--- config.mk ---
export PLATFORM = sky130hd
export DESIGN_NAME = msxbus_arbiter
export DESIGN_NICKNAME = d
export VERILOG_FILES = /design/src/rtl/msxbus_pkg.sv /design/src/rtl/msxbus_arbiter_wdog.sv /design/src/rtl/msxbus_arbiter.sv
export SDC_FILE = /design/constraint.sdc
export NUM_CORES = 1
export LEC_CHECK = 0
export ABC_AREA = 1
export CORE_ASPECT_RATIO = 1.4
export CORE_UTILIZATION = 46
export DETAILED_ROUTE_END_ITERATION = 6
export GPL_TIMING_DRIVEN = 0
export PLACE_DENSITY = 0.85
export SETUP_SLACK_MARGIN = 0.2
export SKIP_LAST_GASP = 1
export SYNTH_ARGS = -nofsm -noshare
export SYNTH_HDL_FRONTEND = slang
export SYNTH_SLANG_ARGS = --single-unit
--- constraint.sdc ---
create_clock -name CLK -period 4.7 [get_ports CLK]
set_input_delay 1.41 -clock CLK [delete_from_list [all_inputs] [get_ports CLK]]
set_output_delay 1.41 -clock CLK [all_outputs]
set_load 0.02 [all_outputs]
--- src/rtl/msxbus_pkg.sv ---
// Shared definitions for the MSX bus arbiter: command word layout, FSM states,
// timeout defaults and a helper that splits a command word into its fields.
package msxbus_pkg;

    localparam int CMD_W           = 27;
    localparam int CMD_MIO         = 26;
    localparam int CMD_RW          = 25;
    localparam int CMD_SLOT        = 24;
    localparam int CMD_ADDR_HI     = 23;
    localparam int CMD_ADDR_LO     = 8;
    localparam int CMD_WDATA_HI    = 7;

    localparam int TIMEOUT_DEFAULT = 1023;
    localparam int TW_DEFAULT      = 10;

    // Read data returned to the requester when the engine never answered.
    localparam logic [7:0] RDATA_TIMEOUT = 8'hFF;

    typedef enum logic [1:0] {
        ST_IDLE    = 2'd0,
        ST_BUSY    = 2'd1,
        ST_DONE    = 2'd2,
        ST_RECOVER = 2'd3
    } msx_state_e;

    typedef struct packed {
        logic        mio;
        logic        rw;
        logic        slot;
        logic [15:0] addr;
        logic [7:0]  wdata;
    } msx_cmd_t;

    function automatic msx_cmd_t cmd_unpack(input logic [CMD_W-1:0] cmd);
        msx_cmd_t c;
        c.mio   = cmd[CMD_MIO];
        c.rw    = cmd[CMD_RW];
        c.slot  = cmd[CMD_SLOT];
        c.addr  = cmd[CMD_ADDR_HI:CMD_ADDR_LO];
        c.wdata = cmd[CMD_WDATA_HI:0];
        return c;
    endfunction

endpackage

--- src/rtl/msxbus_arbiter_wdog.sv ---
// Watchdog counter shared by the BUSY and RECOVER phases. Clear has priority,
// the count stops at the limit, and the terminal-count flag is registered so
// it is high exactly while the count equals LIMIT.
module msxbus_wdog #(
    parameter int TW    = 10,
    parameter int LIMIT = 1023
) (
    input  logic clk,
    input  logic rst_n,
    input  logic clr,
    input  logic en,
    output logic tc
);

    localparam logic [TW-1:0] LIMIT_C = TW'(LIMIT);
    localparam logic [TW-1:0] ONE_C   = {{(TW-1){1'b0}}, 1'b1};

    logic [TW-1:0] cnt_q;
    logic [TW-1:0] cnt_d;
    logic          tc_q;

    // Next count: clear wins, otherwise advance while enabled and below the limit.
    always_comb begin
        cnt_d = cnt_q;
        if (clr) begin
            cnt_d = {TW{1'b0}};
        end else if (en && (cnt_q != LIMIT_C)) begin
            cnt_d = cnt_q + ONE_C;
        end else begin
            cnt_d = cnt_q;
        end
    end

    // Count and terminal-count registers.
    always_ff @(posedge clk or negedge rst_n) begin
        if (!rst_n) begin
            cnt_q <= {TW{1'b0}};
            tc_q  <= 1'b0;
        end else begin
            cnt_q <= cnt_d;
            tc_q  <= (cnt_d == LIMIT_C);
        end
    end

    assign tc = tc_q;

endmodule

--- src/rtl/msxbus_arbiter.sv ---
// Two-port round-robin arbiter and sequencer in front of the MSX bus cycle
// engine. Latches the granted command, drives EN, waits for VAL_N or a
// timeout, returns data/error with a one-cycle ACK, then waits for the engine
// to release VAL_N before accepting the next request.
module msxbus_arbiter
    import msxbus_pkg::*;
#(
    parameter int TIMEOUT = TIMEOUT_DEFAULT,
    parameter int TW      = TW_DEFAULT
) (
    input  logic             CLK,
    input  logic             RST,
    input  logic             REQ0,
    input  logic             REQ1,
    input  logic [CMD_W-1:0] CMD0,
    input  logic [CMD_W-1:0] CMD1,
    output logic             ACK0,
    output logic             ACK1,
    output logic [7:0]       RDATA,
    output logic             ERR,
    output logic             BUSY,
    output logic             EN,
    output logic [15:0]      ADDRESS,
    output logic             RW,
    output logic             MIO,
    output logic             SLOT,
    output logic [7:0]       WDATA,
    input  logic             VAL_N,
    input  logic [7:0]       ENG_RDATA
);

    localparam msx_cmd_t CMD_RESET = '{mio: 1'b0, rw: 1'b0, slot: 1'b0,
                                       addr: 16'h0000, wdata: 8'h00};

    msx_state_e state_q, state_d;
    logic       gnt_q, gnt_d;     // port owning the current transaction
    logic       last_q, last_d;   // port granted most recently
    logic       en_q, en_d;
    logic       busy_q, busy_d;
    logic       ack0_q, ack0_d;
    logic       ack1_q, ack1_d;
    logic [7:0] rdata_q, rdata_d;
    logic       err_q, err_d;
    msx_cmd_t   cmd_q, cmd_d;

    logic       sel_s;
    logic       wd_clr_s;
    logic       wd_en_s;
    logic       wd_tc_s;

    msxbus_wdog #(
        .TW    (TW),
        .LIMIT (TIMEOUT)
    ) u_wdog (
        .clk   (CLK),
        .rst_n (RST),
        .clr   (wd_clr_s),
        .en    (wd_en_s),
        .tc    (wd_tc_s)
    );

    // Round-robin pick, then next-state and output computation for the sequencer.
    always_comb begin
        state_d  = state_q;
        gnt_d    = gnt_q;
        last_d   = last_q;
        en_d     = en_q;
        busy_d   = busy_q;
        ack0_d   = 1'b0;
        ack1_d   = 1'b0;
        rdata_d  = rdata_q;
        err_d    = err_q;
        cmd_d    = cmd_q;
        wd_clr_s = 1'b0;
        wd_en_s  = 1'b0;
        sel_s    = 1'b0;

        // On a tie the port that did not win last time goes next.
        if (REQ0 && REQ1) begin
            sel_s = ~last_q;
        end else if (REQ1) begin
            sel_s = 1'b1;
        end else begin
            sel_s = 1'b0;
        end

        case (state_q)
            ST_IDLE: begin
                if (REQ0 || REQ1) begin
                    gnt_d    = sel_s;
                    last_d   = sel_s;
                    cmd_d    = sel_s ? cmd_unpack(CMD1) : cmd_unpack(CMD0);
                    en_d     = 1'b1;
                    busy_d   = 1'b1;
                    wd_clr_s = 1'b1;
                    state_d  = ST_BUSY;
                end else begin
                    en_d     = 1'b0;
                    state_d  = ST_IDLE;
                end
            end
            ST_BUSY: begin
                wd_en_s = 1'b1;
                if (!VAL_N || wd_tc_s) begin
                    // Engine completion takes priority over a coincident timeout.
                    if (!VAL_N) begin
                        rdata_d = ENG_RDATA;
                        err_d   = 1'b0;
                    end else begin
                        rdata_d = RDATA_TIMEOUT;
                        err_d   = 1'b1;
                    end
                    ack0_d  = ~gnt_q;
                    ack1_d  = gnt_q;
                    en_d    = 1'b0;
                    state_d = ST_DONE;
                end else begin
                    en_d    = 1'b1;
                    state_d = ST_BUSY;
                end
            end
            ST_DONE: begin
                en_d     = 1'b0;
                wd_clr_s = 1'b1;
                state_d  = ST_RECOVER;
            end
            ST_RECOVER: begin
                en_d    = 1'b0;
                wd_en_s = 1'b1;
                if (VAL_N || wd_tc_s) begin
                    busy_d  = 1'b0;
                    state_d = ST_IDLE;
                end else begin
                    state_d = ST_RECOVER;
                end
            end
            default: begin
                en_d    = 1'b0;
                busy_d  = 1'b0;
                state_d = ST_IDLE;
            end
        endcase
    end

    // State and output registers; reset aborts any transaction without an ACK.
    always_ff @(posedge CLK or negedge RST) begin
        if (!RST) begin
            state_q <= ST_IDLE;
            gnt_q   <= 1'b0;
            last_q  <= 1'b1;
            en_q    <= 1'b0;
            busy_q  <= 1'b0;
            ack0_q  <= 1'b0;
            ack1_q  <= 1'b0;
            rdata_q <= 8'h00;
            err_q   <= 1'b0;
            cmd_q   <= CMD_RESET;
        end else begin
            state_q <= state_d;
            gnt_q   <= gnt_d;
            last_q  <= last_d;
            en_q    <= en_d;
            busy_q  <= busy_d;
            ack0_q  <= ack0_d;
            ack1_q  <= ack1_d;
            rdata_q <= rdata_d;
            err_q   <= err_d;
            cmd_q   <= cmd_d;
        end
    end

    assign ACK0    = ack0_q;
    assign ACK1    = ack1_q;
    assign RDATA   = rdata_q;
    assign ERR     = err_q;
    assign BUSY    = busy_q;
    assign EN      = en_q;
    assign ADDRESS = cmd_q.addr;
    assign RW      = cmd_q.rw;
    assign MIO     = cmd_q.mio;
    assign SLOT    = cmd_q.slot;
    assign WDATA   = cmd_q.wdata;

endmodule

==> metrics.csv, run 1 <==
metric;value;unit
count of routing violations after the opening detailed-route iteration;128;
drt wl/cell;13.5;µm
clock sink total;55;
CP Data Arrival Time;3.06;ns
dominant cell type by area after synthesis;dfrtp_1;
setup repair after global routing missed its margin;false;
number of clock buffers inserted by TritonCTS;5;
number of routed nets with antenna violations;0;
Critical Path End;ADDRESS[10]$_DFFE_PN0P_;
area share of fa/ha/maj cells after synthesis;0.485;%
fill cell total of the finished layout;430;
unique cell type count in the Yosys netlist;24;
count of flip-flops with a built-in enable after synthesis;0;
fin nets;503;
number of antenna violations at the first check in global routing;0;
Synthesis Warnings;0;
reported max-cap violation count;0;
H-tree lvl count;2;
critical register-to-register path endpoint;ADDRESS[10]$_DFFE_PN0P_;
post-route DRC violation count;0;
Vias;2547;
Clock Latency Late Sink;0.32;ns
aggregate negative setup slack;0;ns
layout overhead on the synthesized area;48.3;%
crit-path max FO;10;
root buf cell;clkbuf_8;
share of the synthesized area in compound gates (AO/OA/AOI/OAI);14.7;%
Worst Skew;0.0141;ns
library cell with the highest instance count after synthesis;nand2_1;
reported leakage power;1.69;nW
combinational power share;50.9;%
switching share of power;41.0;%
die outline area;5910;µm²
capturing element type of the critical path;flop;
fraction of the cycle the final worst path needs;59.7;%
design internal power;1.27;mW
basic-gate share of the synthesized area counting and, or, nand and nor cells;25.4;%
dominant combinational cell family by area after synthesis;simple AND/OR/NAND/NOR gates;
count of buffers from port buffering;105;
max-slew violation total from the final report;0;
DIE WIDTH;65.3;µm
sum of buffers and inverters on the critical path;3;
1st-pass router iterations;4;
share of Yosys cell area claimed by the top area cell type;52.4;%
fraction of registers with async set or reset after synthesis;100;%
Top delay family on crit path;buffers and inverters;
gr ovfl total;0;
classification of the worst-slack hold path;reg2reg;
setup-violating endpoint count in the final report;0;
proportion of synthesized chip area in sequential cells;53.4;%
pin count of the biggest net entering global routing;35;
final hold violations;0;
multiplexer share of the synthesized area;0;%
final non-filler cell total;502;
depth of the worst hold-timing path;1;
vias in the first global route;2525;
vias per cell;5.07;
worst setup slack for register-to-register paths;2.97;ns
Die Span Y;90.6;µm
CP max stage cell;clkdlybuf4s50_1;
slew of the pin with the lowest slew margin;0.804;ns
leading register cell type out of synthesis;dfrtp_1;
worst IR drop on VDD;0.000443;V
worst path required time;4.95;ns
Synth area leaders;dfrtp_1, nand2_1, o21ai_1, nor2_1, o21ai_0;
placeable core region;5280;µm²
post-CTS setup buffer count;0;
Critical Setup Path Class;in2reg;
initial cell density of the core;48.9;%
reported net switching power;0.885;mW
number of instances in the synthesized netlist;322;
cell count after placement;494;
wire length of the first global-routing pass;11400;µm
clock slew at reported path FFs;0.11;ns
most frequent cells after synthesis;nand2_1, dfrtp_1, nor2_1;
Levels on crit path;7;
synthesized area per cell;8.00;µm²
r2r startpoint;last_q$_DFFE_PN1P_;
placed wire-length estimate;5220;µm
placer's final routability congestion estimate;0.851;
clock tree from TritonCTS;yes;
worst path cell trace;clkdlybuf4s50_1, nor2_1, nor3_1, buf_2, buf_2, o21ai_1, o21ai_1;
share of total power in the clock network;12.5;%
number of gates resized after CTS;0;
routed wire length;6760;µm
post-synthesis instance area;2580;µm²
sequential cell fraction of total power;36.6;%
Global Route Usage Sum;24.9;%
maximum clock rate;356;MHz
number of cells on the worst reg-to-reg path;6;
xor/xnor share of the synthesized area;0;%
CP peak stage delay;0.48;ns
pwr/cell area;564;nW/µm²
row count;31;
Final min period;2.81;ns
maximum count of clock buffers along a single path;2;
hold buffer count at CTS;0;
launching element type of the critical path;input pin;
I/O pin cnt;107;
number of flip-flops and latches in the synthesized netlist;55;
proportion of layout cells with a drive suffix above 1;6.42;%
number of antenna repair diodes;0;
post-synthesis net count;390;
Max-slew headroom;46.4;%
start point of the critical path;REQ0;
outcome;finished, final reports clean;
-- worst register-to-register path: stages (launching register included) --
cell      delay (ns)
dfstp_2         0.54
nand2_1         0.05
nand2_1         0.28
inv_2           0.16
clkbuf_1        0.26
o21ai_1         0.25
o21ai_1         0.08
-- kinds of logic after synthesis --
family,Yosys count
AOI/OAI and AO/OA,74
adders and majority gates,1
DFF,55
and+or+nand+nor,155
buffers and inverters,37
-- layer usage --
metal  track usage (%)  vias to the layer above  part of all wire (%)
li1                  -                     1264                     -
met1              27.8                     1190                    39
met2              43.0                       84                    51
met3              8.71                        9                   8.4
met4              8.33                        0                   1.5
met5                 0                        -                     0
-- registers in the layout, summed over array words and instances, names as in the netlist, 2 cells and up --
register      flops
RDATA             8
state_q           2
ADDRESS          16
WDATA             8
u_wdog.cnt_q     10
-- power groups by stage --
stage	logic [mW]	clock network, mW	registers, mW
after floorplan	0.387	0	0.986
after global placement	1.08	0	0.791
after detailed placement	1.11	0	0.795
after CTS	1.11	0.272	0.789
after global routing	1.19	0.293	0.809
final	1.10	0.269	0.790
-- cells in the final DEF, fill, tap and decap left out, drive strengths merged --
master / n
nand2: 77
inv: 22
nand3: 17
clkinv: 2
nor3: 4
nand3b: 2
a21oi: 6
dfstp: 1
nor2: 54
clkdlybuf4s50: 104
o21ai: 68
clkbuf: 16
buf: 7
ha: 1
dfrtp: 54
nand4: 1
-- metrics by stage --
step / hold WS [ns] / area [µm²] / util, % / setup slack (ns) / power (mW)
floorplan: 0.403 / 2580 / - / 2.37 / 1.37
global placement: 0.415 / 3710 / 70.4 / 0.576 / 1.87
detailed placement: 0.422 / 3730 / 70.8 / 1.55 / 1.90
CTS: 0.436 / 3820 / 72.5 / 1.89 / 2.17
global route: 0.458 / 3820 / 72.5 / 1.77 / 2.30
finish: 0.430 / 3820 / 72.5 / 1.89 / 2.16
-- worst min path at each step --
stage / start / to / slack [ns]
final: gnt_q$_DFFE_PN0P_ / ACK0$_DFF_PN0_ / 0.43
after global routing: gnt_q$_DFFE_PN0P_ / ACK0$_DFF_PN0_ / 0.46
after CTS: gnt_q$_DFFE_PN0P_ / ACK0$_DFF_PN0_ / 0.44
after detailed placement: gnt_q$_DFFE_PN0P_ / ACK0$_DFF_PN0_ / 0.42
after global placement: gnt_q$_DFFE_PN0P_ / ACK0$_DFF_PN0_ / 0.41
after floorplan: gnt_q$_DFFE_PN0P_ / ACK0$_DFF_PN0_ / 0.40
-- layout make-up --
cell class                      count  area (µm²)  share of cell area, %
Sequential cell                    55        1380                   36.0
Buffer                             15        71.3                   1.87
Tap cell                           66        82.6                   2.16
Clock buffer                        6        72.6                   1.90
Clock inverter                      2        17.5                  0.458
Inverter                           22        82.6                   2.16
Multi-Input combinational cell    230        1050                   27.4
Timing Repair Buffer              106        1070                   28.1
Power figures use the tool's default switching activity.
==> run 2, diff against run 1 <==
- CORE_UTILIZATION: 46 -> 39
- PLACE_DENSITY: 0.85 -> 0.77
- clock period: 4.7 -> 2.5 ns (I/O delays scaled with it)
==> run 2 against run 1 <==
  * The flow now finishes with violations (design-rule violations)
  * Via count shrank 1.2%
  * Non-clock buffer count stayed put
  * Worst setup slack worse by 1.5 ns
  * Cell count is 1.2% higher
  * Routed wire length down 3.5%
  * Clock power up 100%
  * Combinational power is 86% higher
  * Register-to-register slack got worse by 2.2 ns
  * Critical path type unchanged
  * Critical endpoint is now ADDRESS[2]$_DFFE_PN0P_
  * Largest cell class unchanged
==> metrics.csv, run 2 (synthesis gave the netlist of run 1 again) <==
metric;value;unit;change
outcome;finished, violations left;;
violated checks;design-rule violations;;
Final min period;2.13;ns;
crit-path max FO;10;;unchanged
slew of the pin with the lowest slew margin;0.586;ns;-0.218 ns
clock slew at reported path FFs;0.10;ns;about the same
Clock Latency Late Sink;0.31;ns;about the same
final cell utilization of the core;60.9;%;-12 points
setup repair after global routing missed its margin;false;;
number of clock buffers inserted by TritonCTS;5;;unchanged
placeable core region;6300;µm²;+19%
proportion of layout cells with a drive suffix above 1;7.11;%;+0.69 points
fraction of the cycle the final worst path needs;85.2;%;
CP Data Arrival Time;2.37;ns;-0.69 ns
number of routed nets with antenna violations;0;;unchanged
number of cells on the worst reg-to-reg path;11;;+5
Critical Setup Path Class;in2reg;;
classification of the worst-slack hold path;in2async;;
final worst setup slack;0.371;ns;-1.52 ns
count of routing violations after the opening detailed-route iteration;109;;-15%
number of antenna violations at the first check in global routing;0;;unchanged
Worst Skew;0.0109;ns;-0.00319 ns
post-route worst hold slack;0.422;ns;-0.00813 ns
Die Span Y;98.2;µm;+8.4%
pwr/cell area;1060;nW/µm²;+88%
setup-violating endpoint count in the final report;0;;unchanged
placed wire-length estimate;5020;µm;-3.9%
fill cell total of the finished layout;566;;+32%
I/O pin cnt;107;;unchanged
final hold violations;0;;unchanged
dpl ws;0.00768;ns;-1.54 ns
top library cells by usage in the layout, fill and taps aside;clkdlybuf4s50_1, nand2_1, dfrtp_1;;
combined area of the multi-input logic cells;1050;µm²;unchanged
maximum clock rate;470;MHz;
launching element type of the critical path;input pin;;
routed wire length;6520;µm;-3.5%
row count;34;;+9.7%
initial cell density of the core;40.9;%;-7.9 points
most frequent standard cell in the layout excluding fill and tap cells;clkdlybuf4s50_1;;
pin count of the biggest net entering global routing;32;;-8.6%
layout overhead on the synthesized area;48.8;%;
drt wl/cell;12.8;µm;-4.7%
max FFs per register;16;;unchanged
1st-pass router iterations;6;;+2
count of buffers from port buffering;105;;unchanged
number of antenna repair diodes;0;;unchanged
reported max-cap violation count;0;;unchanged
final design instance area without fill;3840;µm²;+0.33%
H-tree lvl count;2;;unchanged
gr ovfl total;0;;unchanged
placer's final routability congestion estimate;0.878;;+3.2%
wire length of the first global-routing pass;11500;µm;+0.48%
vias in the first global route;2610;;+3.4%
vias per cell;4.95;;-2.4%
Vias;2516;;-1.2%
Global Route Usage Sum;20.7;%;-4.2 points
die outline area;6940;µm²;+17%
post-CTS setup buffer count;0;;unchanged
worst IR drop on VDD;0.000580;V;+31%
worst path required time;2.74;ns;-2.21 ns
DIE WIDTH;70.7;µm;+8.3%
clock tree from TritonCTS;yes;;
capturing element type of the critical path;flop;;
post-placement cell area;3730;µm²;unchanged
clock sink total;55;;unchanged
root buf cell;clkbuf_8;;
fin nets;503;;unchanged
maximum count of clock buffers along a single path;2;;unchanged
post-route DRC violation count;6;;+6
aggregate negative setup slack;0;ns;unchanged
Max-slew headroom;60.9;%;+15 points
area of all sequential standard cells;1380;µm²;unchanged
max-slew violation total from the final report;0;;unchanged
reported leakage power;1.70;nW;+0.57%
## run 2: power by group
group / switching, mW / internal (mW) / leakage, nW
sequential: 0.214 / 1.27 / 0.685
combinational: 1.12 / 0.924 / 0.963
clock: 0.307 / 0.233 / 0.0522
total: 1.64 / 2.42 / 1.70
## run 2: stage by stage
stage / instances / power, mW
global placement: 499 / 3.51
detailed placement: 500 / 3.56
CTS: 508 / 4.11
global route: 508 / 4.37
floorplan: 322 / 2.58
finish: 508 / 4.07
## run 2: path summary, 6_finish.rpt
path                                             endpoint                      start  slack, ns
worst max-delay path               ADDRESS[2]$_DFFE_PN0P_                       REQ1       0.37
worst min register to register             ACK0$_DFF_PN0_          gnt_q$_DFFE_PN0P_       0.44
worst max register to register        u_wdog.tc$_DFF_PN0_  u_wdog.cnt_q[0]$_DFF_PN0_       0.78
max in group asynchronous       u_wdog.cnt_q[4]$_DFF_PN0_                        RST       1.50
worst min-delay path                 RDATA[4]$_DFFE_PN0P_                        RST       0.42
min in group CLK                           ACK0$_DFF_PN0_          gnt_q$_DFFE_PN0P_       0.44
## run 2: timing repair
item                       4_1_cts  5_1_grt
setup endpoints to repair        0        6
resized for setup                0        4
hold buffers                     0        0
## run 2: critical path: stages
cell and delay, ns:
clkdlybuf4s50_1 0.49, nor2_1 0.07, nor3_1 0.32, buf_2 0.27
buf_2 0.23, o21ai_1 0.10, o21ai_1 0.14
## run 2: cell type report
cell class	instances	area share [%]
plain buffers	15	1.92
clock buffers	6	2.15
clock inverters	2	0.457
inverters	22	2.15
multi-input cells	230	27.3
flip-flops and latches	55	35.9
well taps	72	2.35
repair buffers	106	27.8
## run 2: routing by layer
metal	vias to the layer above	track usage [%]	wire (µm)
li1	1265	-	-
met1	1165	23.9	2550
met2	81	37.5	3470
met3	5	4.85	415
met4	0	6.15	81
met5	-	0	0
==> run 3, diff against run 2 <==
- CTS_CLUSTER_DIAMETER: unset -> 60
- GPL_TIMING_DRIVEN: 0 -> 1
==> run 3 against run 2 <==
  * The run still ends with design-rule violations left
  * Via count shrank 0.48%
  * Largest power group unchanged
  * Sequential share of layout area shrank 0.13 points
  * First-iteration DRC count grew 51%
  * Core utilization grew 0.22 points
  * Maximum frequency grew 2.5%
  * Largest cell class unchanged
  * Non-clock buffer count shrank 7
  * Clock-buffer cell count grew 1
  * Sequential power is essentially flat
  * Global-route usage shrank 1.2 points
==> metrics.csv, run 3 (synthesis gave the netlist of run 1 again) <==
metric;value;unit;change
number of antenna violations at the first check in global routing;0;;unchanged
top library cells by usage in the layout, fill and taps aside;clkdlybuf4s50_1, nand2_1, dfrtp_1;;
1st-pass router iterations;6;;unchanged
H-tree lvl count;2;;unchanged
wire length of the first global-routing pass;10800;µm;-5.5%
placed wire-length estimate;4770;µm;-5.0%
setup-violating endpoint count in the final report;0;;unchanged
outcome;finished, violations left;;
maximum clock rate;482;MHz;+2.5%
worst IR drop on VDD;0.000523;V;-9.8%
DIE WIDTH;70.7;µm;unchanged
pwr/cell area;1060;nW/µm²;about the same
count of routing violations after the opening detailed-route iteration;165;;+51%
dpl ws;0.211;ns;+0.203 ns
CP peak stage delay;0.62;ns;+0.13 ns
post-placement cell area;3750;µm²;+0.57%
launching element type of the critical path;flop;;
setup repair after global routing missed its margin;false;;
worst path required time;1.75;ns;-0.99 ns
Vias;2504;;-0.48%
final hold violations;0;;unchanged
drt wl/cell;12.5;µm;-2.3%
final cell utilization of the core;61.1;%;+0.22 points
placer's final routability congestion estimate;0.853;;-2.9%
maximum count of clock buffers along a single path;2;;unchanged
worst path cell trace;clkdlybuf4s50_1;;
clock slew at reported path FFs;0.10;ns;about the same
Critical Setup Path Class;reg2out;;
classification of the worst-slack hold path;reg2reg;;
area of all sequential standard cells;1380;µm²;unchanged
pin count of the biggest net entering global routing;29;;-9.4%
root buf cell;clkbuf_8;;
vias in the first global route;2537;;-2.8%
layout overhead on the synthesized area;49.4;%;
aggregate negative setup slack;0;ns;unchanged
fraction of the cycle the final worst path needs;83.1;%;-2.1 points
number of antenna repair diodes;0;;unchanged
row count;34;;unchanged
capturing element type of the critical path;output port;;
final worst setup slack;0.423;ns;+0.0523 ns
crit-path max FO;2;;-8
vias per cell;5.00;;+0.91%
initial cell density of the core;40.9;%;unchanged
placeable core region;6300;µm²;unchanged
Max-slew headroom;57.3;%;-3.6 points
post-route worst hold slack;0.422;ns;-0.000295 ns
combined area of the multi-input logic cells;1050;µm²;+0.48%
max FFs per register;16;;unchanged
post-route DRC violation count;6;;unchanged
violated checks;design-rule violations;;
most frequent standard cell in the layout excluding fill and tap cells;clkdlybuf4s50_1;;
clock sink total;55;;unchanged
max-slew violation total from the final report;0;;unchanged
slew of the pin with the lowest slew margin;0.640;ns;+0.0536 ns
Worst Skew;0.0135;ns;+0.00263 ns
Final min period;2.08;ns;-0.0523 ns
reported max-cap violation count;0;;unchanged
proportion of layout cells with a drive suffix above 1;7.23;%;+0.12 points
gr ovfl total;0;;unchanged
cell count after placement;493;;-1.4%
Global Route Usage Sum;19.5;%;-1.2 points
clock tree from TritonCTS;yes;;
number of clock buffers inserted by TritonCTS;5;;unchanged
routed wire length;6290;µm;-3.6%
I/O pin cnt;107;;unchanged
count of buffers from port buffering;106;;+0.95%
final design instance area without fill;3850;µm²;+0.36%
die outline area;6940;µm²;unchanged
Die Span Y;98.2;µm;unchanged
hold buffer count at CTS;0;;unchanged
Power, Total;4.09;mW;+0.41%
fin nets;496;;-1.4%
CP Data Arrival Time;1.33;ns;-1.04 ns
post-CTS setup buffer count;0;;unchanged
CP max stage cell;clkdlybuf4s50_1;;
Clock Latency Late Sink;0.31;ns;about the same
reported leakage power;1.70;nW;+0.11%
number of gates resized after CTS;0;;unchanged
fill cell total of the finished layout;550;;-2.8%
sum of buffers and inverters on the critical path;1;;-2
number of routed nets with antenna violations;0;;unchanged
Top delay family on crit path;buffers and inverters;;
final non-filler cell total;501;;-1.4%
[run 3: cell types whose count changed in the layout (fill, tap and decap cells not counted), moves of 2 or more]
cell | previous run | this run
buf_2 | 4 | 1
clkbuf_1 | 8 | 1
clkbuf_2 | 2 | 0
buf_12 | 1 | 3
buf_4 | 1 | 5
[run 3: final cells by class]
type,instances,share of cell area (%)
repair buffers,114,30.0
flip-flops and latches,55,35.8
inverters,22,2.14
multi-input cells,230,27.3
well taps,72,2.34
clock buffers,7,2.24
clock inverters,1,0.227
[run 3: worst reg2reg max path, stage by stage, from the launching register on]
cell,delay (ns)
dfrtp_1,0.41
ha_1,0.23
nand2_1,0.17
nor2_2,0.07
nand3_4,0.17
nand2_1,0.12
o21ai_0,0.24
nand2_1,0.10
nand3_1,0.09
nor2_1,0.05
[run 3: metal layers]
| layer | global-route usage, % | part of all wire, % | vias to the layer above |
|---|---|---|---|
| li1 | - | - | 1251 |
| met1 | 21.1 | 38 | 1150 |
| met2 | 35.5 | 52 | 90 |
| met3 | 5.88 | 8.0 | 13 |
| met4 | 6.77 | 1.7 | 0 |
| met5 | 0 | 0 | - |
[run 3: path summary, 6_finish.rpt]
check	from	endpoint	slack (ns)	cells past startpoint
setup / recovery	ADDRESS[8]$_DFFE_PN0P_	ADDRESS[8]	0.42	1
hold / removal	gnt_q$_DFFE_PN0P_	ACK0$_DFF_PN0_	0.42	1
setup reg to reg	u_wdog.cnt_q[0]$_DFF_PN0_	u_wdog.tc$_DFF_PN0_	0.78	9
hold reg to reg	gnt_q$_DFFE_PN0P_	ACK0$_DFF_PN0_	0.42	1
max in group asynchronous	RST	u_wdog.cnt_q[6]$_DFF_PN0_	1.46	2
min in group asynchronous	RST	RDATA[6]$_DFFE_PN0P_	0.45	1
[run 3: power breakdown]
group          internal [mW]  switching, mW
combinational          0.968           1.10
sequential              1.27          0.233
clock                  0.230          0.282
==> patch, RTL diff (config.mk and constraints of run 2) <==
Make the reset (`RST` and `rst_n`) synchronous in 2 clocked blocks.
--- a/src/rtl/msxbus_arbiter_wdog.sv
+++ b/src/rtl/msxbus_arbiter_wdog.sv
@@ -32,7 +32,7 @@
     end
 
     // Count and terminal-count registers.
-    always_ff @(posedge clk or negedge rst_n) begin
+    always_ff @(posedge clk) begin
         if (!rst_n) begin
             cnt_q <= {TW{1'b0}};
             tc_q  <= 1'b0;
--- a/src/rtl/msxbus_arbiter.sv
+++ b/src/rtl/msxbus_arbiter.sv
@@ -143,7 +143,7 @@
     end
 
     // State and output registers; reset aborts any transaction without an ACK.
-    always_ff @(posedge CLK or negedge RST) begin
+    always_ff @(posedge CLK) begin
         if (!RST) begin
             state_q <= ST_IDLE;
             gnt_q   <= 1'b0;
Behaviour: differs if RST is asserted again (counterexample within 4 cycles, from zero or initial values and one cycle with RST low); with RST held inactive, the same outputs for 10 cycles.
==> patch against run 2 <==
  * Setup slack better by 0.061 ns
  * Design area fell by 5.0%
  * Worst hold slack gained 0.048 ns
  * Wire length increased by 2.8%
  * Register-to-register slack better by 0.02 ns
  * Sequential cell count unchanged
  * Non-clock buffer count is 1 higher
  * Synthesized area fell by 6.4%
  * Global-route usage is 1.6 points higher
  * Critical endpoint is now ADDRESS[7]
  * Count of clock-buffer cells in the layout stayed put
  * Core utilization increased by 0.78 points
  * Largest cell class is now multi-input combinational cells
  * Critical path type unchanged
Power is not compared: it rests on default switching activity, and its combinational part moved more than twofold at a synthesized area within 25%.
==> patch: results (changes against run 2) <==
- Outcome: finished clean (was complete, but fails checks).
- The total global-route track usage is 22.30% (was 20.68%).
- The via count of the first global-routing pass is 2,603 (was 2,610).
- The adder and majority gate portion of the synthesized area is 0.5184% (was 0.4854%).
- The number of distinct library cells after synthesis is 22 (was 24).
- The number of buffers created by CTS is 5 (unchanged).
- The number of search-and-repair iterations in the first detailed-routing pass is 4 (was 6).
- The number of flip-flops in the largest register came to 16 (unchanged).
- The number of port buffers came to 105 (unchanged).
- The most used flip-flop cell after synthesis is dfxtp_1 (was dfrtp_1).
- The first-pass GRT wire length is 11,050 um (was 11,470 um).
- The number of levels the H-tree was split into was 2 (unchanged).
- The post-CTS resize count is 0 (unchanged).
- The number of nets in the finished design is 518 (was 503).
- The count of buffers added by post-CTS timing repair for setup is 0 (unchanged).
- The final-layout fill cell count is 579 (was 566).
- The multiplexer share of the synthesized area came to 0% (unchanged).
- The clock skew came to 0.009171 ns (was 0.01091 ns).
- The maximum clock insertion buffer count came to 2 (unchanged).
- The clock latency of the later-clocked register in the worst-skew pair is 0.31 ns (about the same).
- The number of design-rule violations left by the first detailed-router iteration is 105 (was 109).
- The residual DRC count is 0 (was 6).
- The master cell of the clock root buffer is clkbuf_8 (unchanged).
- The half-perimeter wire length after detailed placement is 5320 um (was 5018 um).
- Most numerous cell types in the synthesized netlist: nand2_1, dfxtp_1, o21ai_0, a31oi_1, nor2_1 (was nand2_1, dfrtp_1, nor2_1, o21ai_1, o21ai_0).
- The share of flip-flops with an asynchronous set or reset after synthesis is 0% (was 100.0%).
- The worst slew slack as a fraction of its limit is 69.97% (was 60.92%).
- The post-synthesis compound-gate area fraction is 17.63% (was 14.66%).
- The routed wire length per instance is 12.89 um (was 12.84 um).
- The final antenna diode count is 0 (unchanged).
- The synthesized-area fraction occupied by xor and xnor cells is 0.7258% (was 0%).
- The maximum fanout along the worst path is 10 (unchanged).
- The largest net degree at the start of global routing came to 17 (was 32).
- The class of the worst hold path is register to register (was input pin to asynchronous set/reset pin).
- The leakage power of the design is 1.403 nW.
- The weighted congestion at the end of routability-driven global placement is 0.8100 (was 0.8781).
- The detailed-route via count is 2,650 (was 2,516).
- Leading cell types by total area after synthesis: dfxtp_1, nand2_1, o21ai_0 (was dfrtp_1, nand2_1, o21ai_1).
- The data arrival time of the critical path is 2.31 ns (was 2.37 ns).
- The share of final-layout standard cells stronger than drive strength 1 is 4.889% (was 7.110%).
- The sequential element share of the synthesized area is 45.62% (was 53.45%).
- The total nets after synthesis is 406 (was 390).
- The largest voltage drop on the vdd net is 0.3339 mV.
- The clock transition at the registers of the reported paths is 0.10 ns (about the same).
- The warning count from the yosys run came to 0 (unchanged).
- The number of antenna violations at the first check in global routing is 0 (unchanged).
patch: changes by cell type in the layout (fill, tap and decap cells not counted), moves of 4 or more:
cell      delta
dfxtp_1     +55
a31oi_1     +28
clkbuf_1     +4
o21ai_1     -48
a21oi_1      +8
dfrtp_1     -54
nand2_1     +22
nor2_1      -23
nand3_1      +6
o21ai_0     +18
patch: cell families (layout without fill, tap and decap cells):
| family | count (synthesis) | count (layout) |
|---|---|---|
| and+or+nand+nor | 161 | 161 |
| AOI/OAI and AO/OA | 78 | 78 |
| DFF | 55 | 55 |
| buffers and inverters | 41 | 153 |
| xor gates and xnor gates | 2 | 2 |
| adders and majority gates | 1 | 1 |
patch: layout make-up:
cell class / instances / area (um^2) / area share [%]
sequential: 55 / 1101 / 30.22
tap: 70 / 87.58 / 2.404
inverter: 24 / 90.09 / 2.473
clock inverter: 1 / 8.758 / 0.2404
multi-input combinational: 242 / 1146 / 31.46
clock buffer: 6 / 82.58 / 2.266
buffer: 17 / 76.32 / 2.095
timing repair buffer: 105 / 1051 / 28.85
patch: through the flow:
stage          hold WS, ns  area [um^2]  std cells  setup WS (ns)
2_1_floorplan       0.4132         2414        338         0.8234
3_3_place_gp        0.4440         3552        513         0.1421
3_5_place_dp        0.4586         3552        513         0.1152
4_1_cts             0.4753         3643        520         0.4433
5_1_grt             0.5007         3643        520         0.3174
6_report            0.4702         3643        520         0.4324
patch: path summary, 6_finish.rpt:
check,from,endpoint,slack [ns],cells past startpoint
max,REQ1,ADDRESS[7],0.43,7
max reg2reg,u_wdog.cnt_q[0],u_wdog.tc,0.80,11
min,gnt_q,ACK0,0.47,1
min reg2reg,gnt_q,ACK0,0.47,1
patch: critical path: stages:
cell and delay [ns]:
clkdlybuf4s50_1 0.45, inv_1 0.04, a21oi_1 0.16, buf_2 0.25, clkbuf_1 0.36, nand2_1 0.11
a31oi_1 0.18
patch: routing by layer:
layer / GRT usage, % / vias up / wire (um)
li1: - / 1339 / -
met2: 37.83 / 92 / 3237
met4: 10.07 / 0 / 155
met1: 22.37 / 1206 / 2577
met3: 10.89 / 13 / 732
met5: 0 / - / 0
patch: report_power, final:
part | switching [mW] | internal [mW]
clock | 0.290 | 0.224
sequential | 0.0486 | 0.969
combinational | 0.341 | 0.309
